## src/rtl/bus_ctrl_mslave.sv

```systemverilog
// rtl/bus_ctrl_mslave.sv - single-master, multi-slave bus controller with address decode and ack timeout
module bus_ctrl_mslave #(
    parameter int ADDR_W    = 32,
    parameter int DATA_W    = 32,
    parameter int N_SLAVES  = 4,
    parameter int REGION_AW = 12,
    parameter int TIMEOUT   = 16
) (
    input  logic                         clk,
    input  logic                         rst,
    input  logic                         req_valid,
    output logic                         req_ready,
    input  logic                         req_we,
    input  logic [ADDR_W-1:0]            req_addr,
    input  logic [DATA_W-1:0]            req_wdata,
    input  logic [DATA_W/8-1:0]          req_wstrb,
    output logic                         rvalid,
    output logic [DATA_W-1:0]            rdata,
    output logic                         rerr,
    output logic [N_SLAVES-1:0]          s_sel,
    output logic                         s_we,
    output logic [REGION_AW-1:0]         s_addr,
    output logic [DATA_W-1:0]            s_wdata,
    output logic [DATA_W/8-1:0]          s_wstrb,
    input  logic [N_SLAVES-1:0]          s_ack,
    input  logic [N_SLAVES*DATA_W-1:0]   s_rdata
);

    localparam int IDX_W  = $clog2(N_SLAVES);
    localparam int CNT_W  = $clog2(TIMEOUT);
    localparam int STRB_W = DATA_W / 8;

    typedef enum logic [1:0] {
        IDLE   = 2'd0,
        ACCESS = 2'd1,
        RESP   = 2'd2
    } state_t;

    state_t state, state_next;

    logic [IDX_W-1:0]  idx_q, idx_d;
    logic [CNT_W-1:0]  cnt_q, cnt_d;
    logic              req_ready_d;
    logic              rvalid_d;
    logic [DATA_W-1:0] rdata_d;
    logic              rerr_d;
    logic [N_SLAVES-1:0] s_sel_d;
    logic              s_we_d;
    logic [REGION_AW-1:0] s_addr_d;
    logic [DATA_W-1:0] s_wdata_d;
    logic [STRB_W-1:0] s_wstrb_d;

    logic              req_hit;
    logic [IDX_W-1:0]  req_idx;
    logic              ack_hit;
    logic              cnt_last;
    logic [DATA_W-1:0] slave_rdata [N_SLAVES];

    // Everything above the region index must be zero for the address to decode.
    assign req_hit  = ((req_addr >> (REGION_AW + IDX_W)) == '0);
    assign req_idx  = req_addr[REGION_AW +: IDX_W];
    assign ack_hit  = |(s_ack & s_sel);
    assign cnt_last = (cnt_q == CNT_W'(TIMEOUT - 1));

    for (genvar i = 0; i < N_SLAVES; i++) begin : g_rdata
        assign slave_rdata[i] = s_rdata[i*DATA_W +: DATA_W];
    end

    always_ff @(posedge clk) begin
        if (rst) begin
            state <= IDLE;
        end else begin
            state <= state_next;
        end
    end

    always_comb begin
        state_next = state;
        case (state)
            IDLE: begin
                if (req_valid) begin
                    state_next = req_hit ? ACCESS : RESP;
                end
            end
            ACCESS: begin
                if (ack_hit || cnt_last) begin
                    state_next = RESP;
                end
            end
            RESP:    state_next = IDLE;
            default: state_next = IDLE;
        endcase
    end

    always_comb begin
        idx_d     = idx_q;
        cnt_d     = cnt_q;
        rdata_d   = rdata;
        rerr_d    = rerr;
        s_sel_d   = s_sel;
        s_we_d    = s_we;
        s_addr_d  = s_addr;
        s_wdata_d = s_wdata;
        s_wstrb_d = s_wstrb;
        case (state)
            IDLE: begin
                if (req_valid) begin
                    idx_d     = req_idx;
                    cnt_d     = '0;
                    s_we_d    = req_we;
                    s_addr_d  = req_addr[REGION_AW-1:0];
                    s_wdata_d = req_wdata;
                    s_wstrb_d = req_wstrb;
                    if (req_hit) begin
                        s_sel_d = N_SLAVES'(1) << req_idx;
                    end else begin
                        rdata_d = '0;
                        rerr_d  = 1'b1;
                    end
                end
            end
            ACCESS: begin
                // An ack on the last permitted cycle takes priority over the timeout.
                if (ack_hit) begin
                    s_sel_d = '0;
                    rerr_d  = 1'b0;
                    rdata_d = s_we ? '0 : slave_rdata[idx_q];
                end else if (cnt_last) begin
                    s_sel_d = '0;
                    rerr_d  = 1'b1;
                    rdata_d = '0;
                end else begin
                    cnt_d = cnt_q + 1'b1;
                end
            end
            default: ;
        endcase
        rvalid_d    = (state_next == RESP);
        req_ready_d = (state_next == IDLE);
    end

    always_ff @(posedge clk) begin
        if (rst) begin
            idx_q     <= '0;
            cnt_q     <= '0;
            req_ready <= 1'b1;
            rvalid    <= 1'b0;
            rdata     <= '0;
            rerr      <= 1'b0;
            s_sel     <= '0;
            s_we      <= 1'b0;
            s_addr    <= '0;
            s_wdata   <= '0;
            s_wstrb   <= '0;
        end else begin
            idx_q     <= idx_d;
            cnt_q     <= cnt_d;
            req_ready <= req_ready_d;
            rvalid    <= rvalid_d;
            rdata     <= rdata_d;
            rerr      <= rerr_d;
            s_sel     <= s_sel_d;
            s_we      <= s_we_d;
            s_addr    <= s_addr_d;
            s_wdata   <= s_wdata_d;
            s_wstrb   <= s_wstrb_d;
        end
    end

endmodule

```

## config.mk

```make
export PLATFORM = sky130hd
export DESIGN_NAME = bus_ctrl_mslave
export DESIGN_NICKNAME = d
export VERILOG_FILES = /design/src/rtl/bus_ctrl_mslave.sv
export SDC_FILE = /design/constraint.sdc
export NUM_CORES = 1
export LEC_CHECK = 0
export ABC_CLOCK_PERIOD_IN_PS = 4300
export CORE_ASPECT_RATIO = 1.25
export CORE_MARGIN = 3
export CORE_UTILIZATION = 34
export CTS_CLUSTER_DIAMETER = 200
export DETAILED_ROUTE_END_ITERATION = 12
export PLACE_DENSITY = 0.84
export SLEW_MARGIN = 25
export SYNTH_ARGS = -nofsm -noshare
export SYNTH_HDL_FRONTEND = slang
export SYNTH_SLANG_ARGS = --single-unit
```

## constraint.sdc

```tcl
create_clock -name clk -period 4.3 [get_ports clk]
set_input_delay 1.075 -clock clk [delete_from_list [all_inputs] [get_ports clk]]
set_output_delay 1.075 -clock clk [all_outputs]
set_load 0.01 [all_outputs]
```

==> summary.txt, run 1 <==
Worst setup path
  – Buffers and inverters on the worst path: 1
  – CP arrival: 3.45 ns
  – Stages on the worst setup path: 6
  – Endpoint class of the critical path: flop
  – Critical Path Source Type: input port
  – CP required: approximately 4.6 ns
  – CP max FO: 32
  – Max incr delay on CP: 0.61 ns
  – Critical path class: input port to flop
  – Critical path's top delay family: simple AND/OR/NAND/NOR gates
  – CP max-delay cell: nor2_4
  – Reg2Reg Depth: 6
  – CP cell instances: clkdlybuf4s50_1 -> or4_4 -> nor4_4 -> a32oi_2 -> nor2_4 -> a22o_1

Final layout
  – Fin nets: around 900
  – Layout cell share with drive strength beyond 1: 0.124
  – Post-layout util: 0.635
  – Synthesis-to-layout area growth: 81.0%

STA
  – Clk_skew: 0.00763 ns
  – FMAX: 315 MHz
  – Final setup violation count: 0
  – Period utilisation layout: 0.737
  – Worst-Margin Slew: 0.961 ns
  – Final hold viol count: 0
  – Pins Over Slew Limit: 0
  – Tmin final: 3.17 ns
  – RSZ-0062 raised after global routing: no
  – Setup TNS: 0 ns
  – Relative slew slack: 0.359

Logic synthesis
  – Yosys reg bits: between 90 and 100
  – Adder-cell share of the synthesized area: 0.00306
  – Mean post-synth cell area: 10.3 µm²
  – Most common flop cell mapped by yosys: dfxtp_1
  – Distinct cells, synth: 34
  – Synth Area in XOR/XNOR: 0.00642
  – Sequential area share after synthesis: 0.470
  – Simple-gate area share of the yosys netlist: 0.139
  – EDFF count, synth: 0
  – Yosys synthesis warning count: 0
  – Mapped Area: just over 4000 µm²
  – Largest family of logic cells by synthesized area: multiplexers
  – Compound-cell area share of the yosys netlist: 0.169
  – Ys async rst share: 0
  – Cells after synthesis: 396
  – Syn Nets: 601
  – Multiplexer share of the synthesized area: 0.176

Flow run
  – Max Cap Viol: 0

Power and ir drop
  – P per Cell Area: 290 nW/µm²
  – Internal: 1640 µW
  – Leak: 0.00268 µW
  – Flop pwr share: 0.440
  – Sw Ratio: 0.235
  – Combinational share of power: 0.196
  – Clock network fraction of design power: 0.364
  – Worst VDD drop: 0.000196 V
  – Switch Pwr: 504 µW

Min path
  – Hold WC Path Type: flop to flop
  – Worst hold stages: 2

Clock network
  – Post-cts resize count: 0
  – Clk buf depth: 2
  – CTS tree: built
  – Worst-path clk slew: around 0.070 ns
  – H-tree Lvls: 3
  – Setup repair bufs after CTS: 0
  – CTS Hold Bufs: 0
  – Sink Count: 96
  – Root Buffer: clkbuf_16
  – Inserted Clock Buffers: 9
  – Worst-skew pair later-pin latency: 0.34 ns

Die
  – Die area: around 13000 µm²
  – Initial Util: 0.351
  – Die width: 104 µm
  – Die height: between 100 and 150 µm
  – Ports: 292
  – Num rows: between 40 and 50
  – CORE AREA: roughly 12000 µm²

Route
  – WL/cell: 19.7 µm
  – DRC viols: 0
  – Met3 routed WL: 1570 µm
  – Max Used Layer: met5
  – Via Count: approximately 4.3k
  – Detailed Route Iter0 Violations: 191
  – Met2 wire length: 8580 µm
  – Vias/cell: 5.07
  – Post-route ant nets: 0
  – Final WL: roughly 16000 µm
  – First-pass DRT Iterations: 4
  – Wl on met1: 5720 µm

Global route
  – Antenna violations before repair: 3
  – Largest net degree at the start of global routing: 55
  – First-pass GRT wire length: 24400 µm
  – Gr ovfl total: 0
  – Total Routing Usage GR: 0.236
  – Vias in the first global route: 4289

Place
  – Hpwl dp: roughly 13000 µm
  – Port bufs: about 290
  – Final GP Congestion: approximately 0.89

Run status
  – Status: finished clean
## cell usage in the layout (no fill, tap or decap), types with 2 or more instances in the layout
| cell type | instances |
|---|---|
| xor2_1 | 2 |
| a22o_2 | 21 |
| o21ai_0 | 2 |
| or4_1 | 3 |
| buf_4 | 5 |
| clkinv_4 | 2 |
| clkdlybuf4s50_1 | 290 |
| nor3_1 | 2 |
| clkbuf_16 | 9 |
| inv_1 | 2 |
| a21oi_1 | 52 |
| a32o_1 | 3 |
| mux4_2 | 32 |
| dfxtp_1 | 95 |
| a22o_1 | 15 |
| clkbuf_8 | 3 |
| nand2_1 | 106 |
| diode_2 | 2 |
| and2_2 | 3 |
| nor2_1 | 8 |
## worst reg2reg max path, cell delays in order (launching register included)
cell and delay (ns):
dfxtp_1 0.34, ha_1 0.22, and3_1 0.20, o31ai_1 0.46, a32oi_2 0.19, nor2_4 0.62, a22o_1 0.28
## final cells by class
type                            instances  area, µm²
Clock buffer                           13        270
Timing Repair Buffer                  296       2950
Sequential cell                        96       1930
Fill cell                             958       4260
Multi-Input combinational cell        266       2030
Antenna cell                            2       5.00
Clock inverter                          3       25.0
Tap cell                              161        201
Inverter                                2       7.51
## power by group through the flow
stage          registers (µW)  clock network (µW)  logic (µW)
3_3_place_gp              964                   0         411
4_1_cts                   946                 796         422
5_1_grt                   950                 836         447
3_5_place_dp              966                   0         419
6_report                  945                 780         420
2_1_floorplan             968                   0         142
## registers in the layout, indices dropped and copies added, names as in the netlist, 2 cells and up
name,flops
state,2
s_sel,4
rdata,32
s_wdata,32
cnt_q,4
s_wstrb,4
s_addr,12
idx_q,2
## cell usage after synthesis, types with 2 or more instances
library cell	number	area share
or4_1	3	0.0055
a21oi_1	52	0.064
dfxtp_1	96	0.47
nor3_1	3	0.0037
inv_1	2	0.0018
and2_2	2	0.0037
mux4_2	32	0.18
a22o_1	15	0.032
o21ai_0	2	0.0024
nand2_1	107	0.098
buf_6	3	0.0083
xor2_1	2	0.0043
buf_1	7	0.0064
a32o_1	3	0.0073
a22o_2	21	0.051
nor2_1	8	0.0073
clkbuf_1	21	0.019
## per-layer routing
metal,GRT usage,vias to the layer above
li1,-,1986
met1,0.248,2010
met2,0.416,219
met3,0.0893,36
met4,0.120,2
met5,0,-
## cell families (layout without fill, tap and decap cells)
family | Yosys count | in the layout
AND/OR/NAND/NOR | 132 | 132
AO/OA/AOI/OAI | 98 | 98
flip-flops | 96 | 96
buffers and inverters | 34 | 314
multiplexers | 32 | 32
XOR/XNOR | 3 | 3
adder cells (fa/ha/maj) | 1 | 1
other | 0 | 2
## stage by stage
step | total power, µW | instances | setup slack, ns | hold WS [ns] | instance area (µm²)
2_1_floorplan | 1110 | 396 | 1.72 | 0.440 | 4090
5_1_grt | 2230 | 839 | 1.02 | 0.468 | 7410
6_report | 2140 | 839 | 1.13 | 0.452 | 7410
4_1_cts | 2160 | 837 | 1.16 | 0.455 | 7400
3_3_place_gp | 1370 | 821 | 0.873 | 0.441 | 7100
3_5_place_dp | 1390 | 821 | 0.821 | 0.448 | 7110
## worst paths after layout
path / startpoint / endpoint / slack [ns]
max: req_addr[23] / rdata[21]$_SDFFE_PP0P_ / 1.13
min: s_wdata[24]$_SDFFE_PP0P_ / s_wdata[24]$_SDFFE_PP0P_ / 0.45
max reg2reg: cnt_q[0]$_SDFFE_PP0P_ / rdata[21]$_SDFFE_PP0P_ / 1.94
min reg2reg: s_wdata[24]$_SDFFE_PP0P_ / s_wdata[24]$_SDFFE_PP0P_ / 0.45
Power figures use the tool's default switching activity.
==> run 2, diff against run 1 <==
--- a/config.mk
+++ b/config.mk
@@ -5,13 +5,13 @@
 export SDC_FILE = /design/constraint.sdc
 export NUM_CORES = 1
 export LEC_CHECK = 0
-export ABC_CLOCK_PERIOD_IN_PS = 4300
+export ABC_CLOCK_PERIOD_IN_PS = 2600
 export CORE_ASPECT_RATIO = 1.25
 export CORE_MARGIN = 3
-export CORE_UTILIZATION = 34
+export CORE_UTILIZATION = 32
 export CTS_CLUSTER_DIAMETER = 200
 export DETAILED_ROUTE_END_ITERATION = 12
-export PLACE_DENSITY = 0.84
+export PLACE_DENSITY = 0.83
 export SLEW_MARGIN = 25
 export SYNTH_ARGS = -nofsm -noshare
 export SYNTH_HDL_FRONTEND = slang
==> constraint.sdc (replaced) <==
create_clock -name clk -period 2.6 [get_ports clk]
set_input_delay 0.65 -clock clk [delete_from_list [all_inputs] [get_ports clk]]
set_output_delay 0.65 -clock clk [all_outputs]
set_load 0.01 [all_outputs]
==> run 2 against run 1 <==
Against the previous run: non-clock buffer count is 9 higher; critical path depth is 1 higher; cell area is 0.79% higher; core utilization is 2.9 points lower; count of clock-buffer cells in the layout is 3 lower; via count is 1.6% lower; die area is 5.9% higher; sequential power is 64% higher; global-route usage is 3.1 points lower; critical path type unchanged; largest power group unchanged.
==> summary.txt, run 2 (synthesis results as in run 1) <==
Clock network
  – CTS tree: built
  – CTS Hold Bufs: 0
  – Worst-skew pair later-pin latency: 0.33 ns
  – H-tree Lvls: 3
  – Post-cts resize count: 0
  – Sink Count: 96
  – Worst-path clk slew: 0.06 ns
  – Inserted Clock Buffers: 9
  – Clk buf depth: 2
  – Root Buffer: clkbuf_16
  – Setup repair bufs after CTS: 0

Place
  – Port bufs: 291
  – Setup WS pre-CTS: -0.172 ns
  – Placed insts: 833
  – Hpwl dp: 12000 µm
  – Final GP Congestion: 0.768
  – Placed cell area: 7200 µm²

Die
  – Num rows: 45
  – CORE AREA: about 12000 µm²
  – Ports: between 200 and 300
  – Initial Util: 0.332
  – Die width: 107 µm
  – Die area: 14200 µm²
  – Die height: roughly 130 µm

Global route
  – Antenna violations before repair: 1
  – Vias in the first global route: 4465
  – Largest net degree at the start of global routing: 36
  – Gr ovfl total: 0
  – Total Routing Usage GR: 0.205
  – First-pass GRT wire length: 23100 µm

Min path
  – Hold path endpoint: s_wdata[15]$_SDFFE_PP0P_
  – Hold path start: s_wdata[15]$_SDFFE_PP0P_
  – Worst hold stages: 2
  – Hold WC Path Type: flop to flop

Worst setup path
  – FF-to-FF End: rdata[27]$_SDFFE_PP0P_
  – Reg-to-reg slack, setup: 0.74 ns
  – Endpoint class of the critical path: flop
  – Reg-to-reg startpoint: cnt_q[0]$_SDFFE_PP0P_
  – CP required: 2.87 ns
  – Critical path class: input port to flop
  – Max incr delay on CP: 0.55 ns
  – Reg2Reg Depth: 7
  – CP cell instances: clkdlybuf4s50_1 -> or4_4 -> nor4_4 -> nand2_1 -> buf_4 -> nor4_1 -> a22o_1
  – CP max FO: 3
  – Critical path's top delay family: simple AND/OR/NAND/NOR gates
  – Buffers and inverters on the worst path: 2
  – CP max-delay cell: or4_4
  – Critical Path Source Type: input port
  – CP arrival: 2.70 ns

Final layout
  – Finished Cell Area: about 7500 µm²
  – Synthesis-to-layout area growth: 82.5%
  – Top Registers: rdata (32), s_wdata (32), s_addr (12)
  – Fin nets: 885
  – Multi-input gate area: 2030 µm²
  – Fillers: 998
  – Layout cell share with drive strength beyond 1: 0.135
  – Commonest non-fill, non-tap cells in the layout: clkdlybuf4s50_1 (290), nand2_1 (106), dfxtp_1 (95)
  – FF/Latch Area: 1920 µm²
  – Fin cells: 849
  – Most common cell after layout, fill and taps aside: clkdlybuf4s50_1
  – Post-layout util: 0.605

STA
  – Period utilisation layout: 0.931
  – FMAX: 413 MHz
  – Final hold viol count: 0
  – Final WS setup: ~0.18 ns
  – Worst-Margin Slew: 0.446 ns
  – Final setup violation count: 0
  – Tmin final: between 2 and 2.5 ns
  – Pins Over Slew Limit: 0
  – Clk_skew: 0.00817 ns
  – RSZ-0062 raised after global routing: no
  – Relative slew slack: 0.703
  – Setup TNS: 0 ns

Route
  – Detailed Route Iter0 Violations: 133
  – Via Count: 4185
  – DRC viols: 0
  – Post-route ant nets: 0
  – WL/cell: 17.4 µm
  – Final WL: 14800 µm
  – Vias/cell: 4.93
  – First-pass DRT Iterations: 5

Power and ir drop
  – Worst VDD drop: 0.000315 V
  – Leak: 0.00271 µW
  – P per Cell Area: around 460 nW/µm²

Flow run
  – Max Cap Viol: 0

Run status
  – Status: finished clean
run 2: cell types whose count changed in the layout (fill, tap and decap cells not counted):
cell	delta
buf_12	+2
buf_4	+7
clkbuf_8	-3
clkinv_2	+2
clkinv_4	-2
clkinvlp_4	+1
dfxtp_2	+1
dfxtp_4	-1
diode_2	-1
inv_6	+1
run 2: worst max-delay path by stage:
stage	depth (start not counted)	slack [ns]	startpoint	to
after CTS	7	0.17	req_addr[23]	s_sel[1]$_SDFFE_PP0P_
after detailed placement	7	-0.17	req_addr[23]	s_sel[1]$_SDFFE_PP0P_
final	7	0.18	req_addr[23]	s_sel[1]$_SDFFE_PP0P_
after global placement	7	-0.09	req_addr[23]	s_sel[1]$_SDFFE_PP0P_
after floorplan	5	0.45	req_addr[23]	s_sel[0]$_SDFFE_PP0P_
after global routing	7	0.02	req_addr[23]	s_sel[1]$_SDFFE_PP0P_
run 2: stage by stage:
stage / total power (µW) / hold slack, ns
after global placement: 2280 / 0.442
final: 3450 / 0.456
after detailed placement: 2300 / 0.448
after global routing: 3610 / 0.472
after CTS: 3500 / 0.455
after floorplan: 1840 / 0.440
run 2: routing by layer:
metal	part of all wire	vias up	track usage
met5	0	-	0
li1	-	1999	-
met4	0.016	0	0.0590
met2	0.53	184	0.382
met1	0.35	1987	0.211
met3	0.10	15	0.0771
run 2: power breakdown:
part | leakage, µW | switching, µW | internal, µW
Clock | 0.000125 | 538 | 643
Sequential | 0.000783 | 31.7 | 1520
Combinational | 0.00180 | 239 | 473
Total | 0.00271 | 809 | 2640
run 2: layout make-up:
type,instances,area share
inverters,2,0.00101
clock buffers,10,0.0307
well taps,164,0.0275
clock inverters,5,0.00452
diodes,1,0.000335
multi-input cells,266,0.271
repair buffers,305,0.407
flip-flops and latches,96,0.258
run 2: worst min-delay path: cells and delay by family, from the launching register on:
kind / cells / cell delay [ns]
and+or+nand+nor: 1 / 0.05
DFF: 1 / 0.31
AOI/OAI and AO/OA: 1 / 0.05
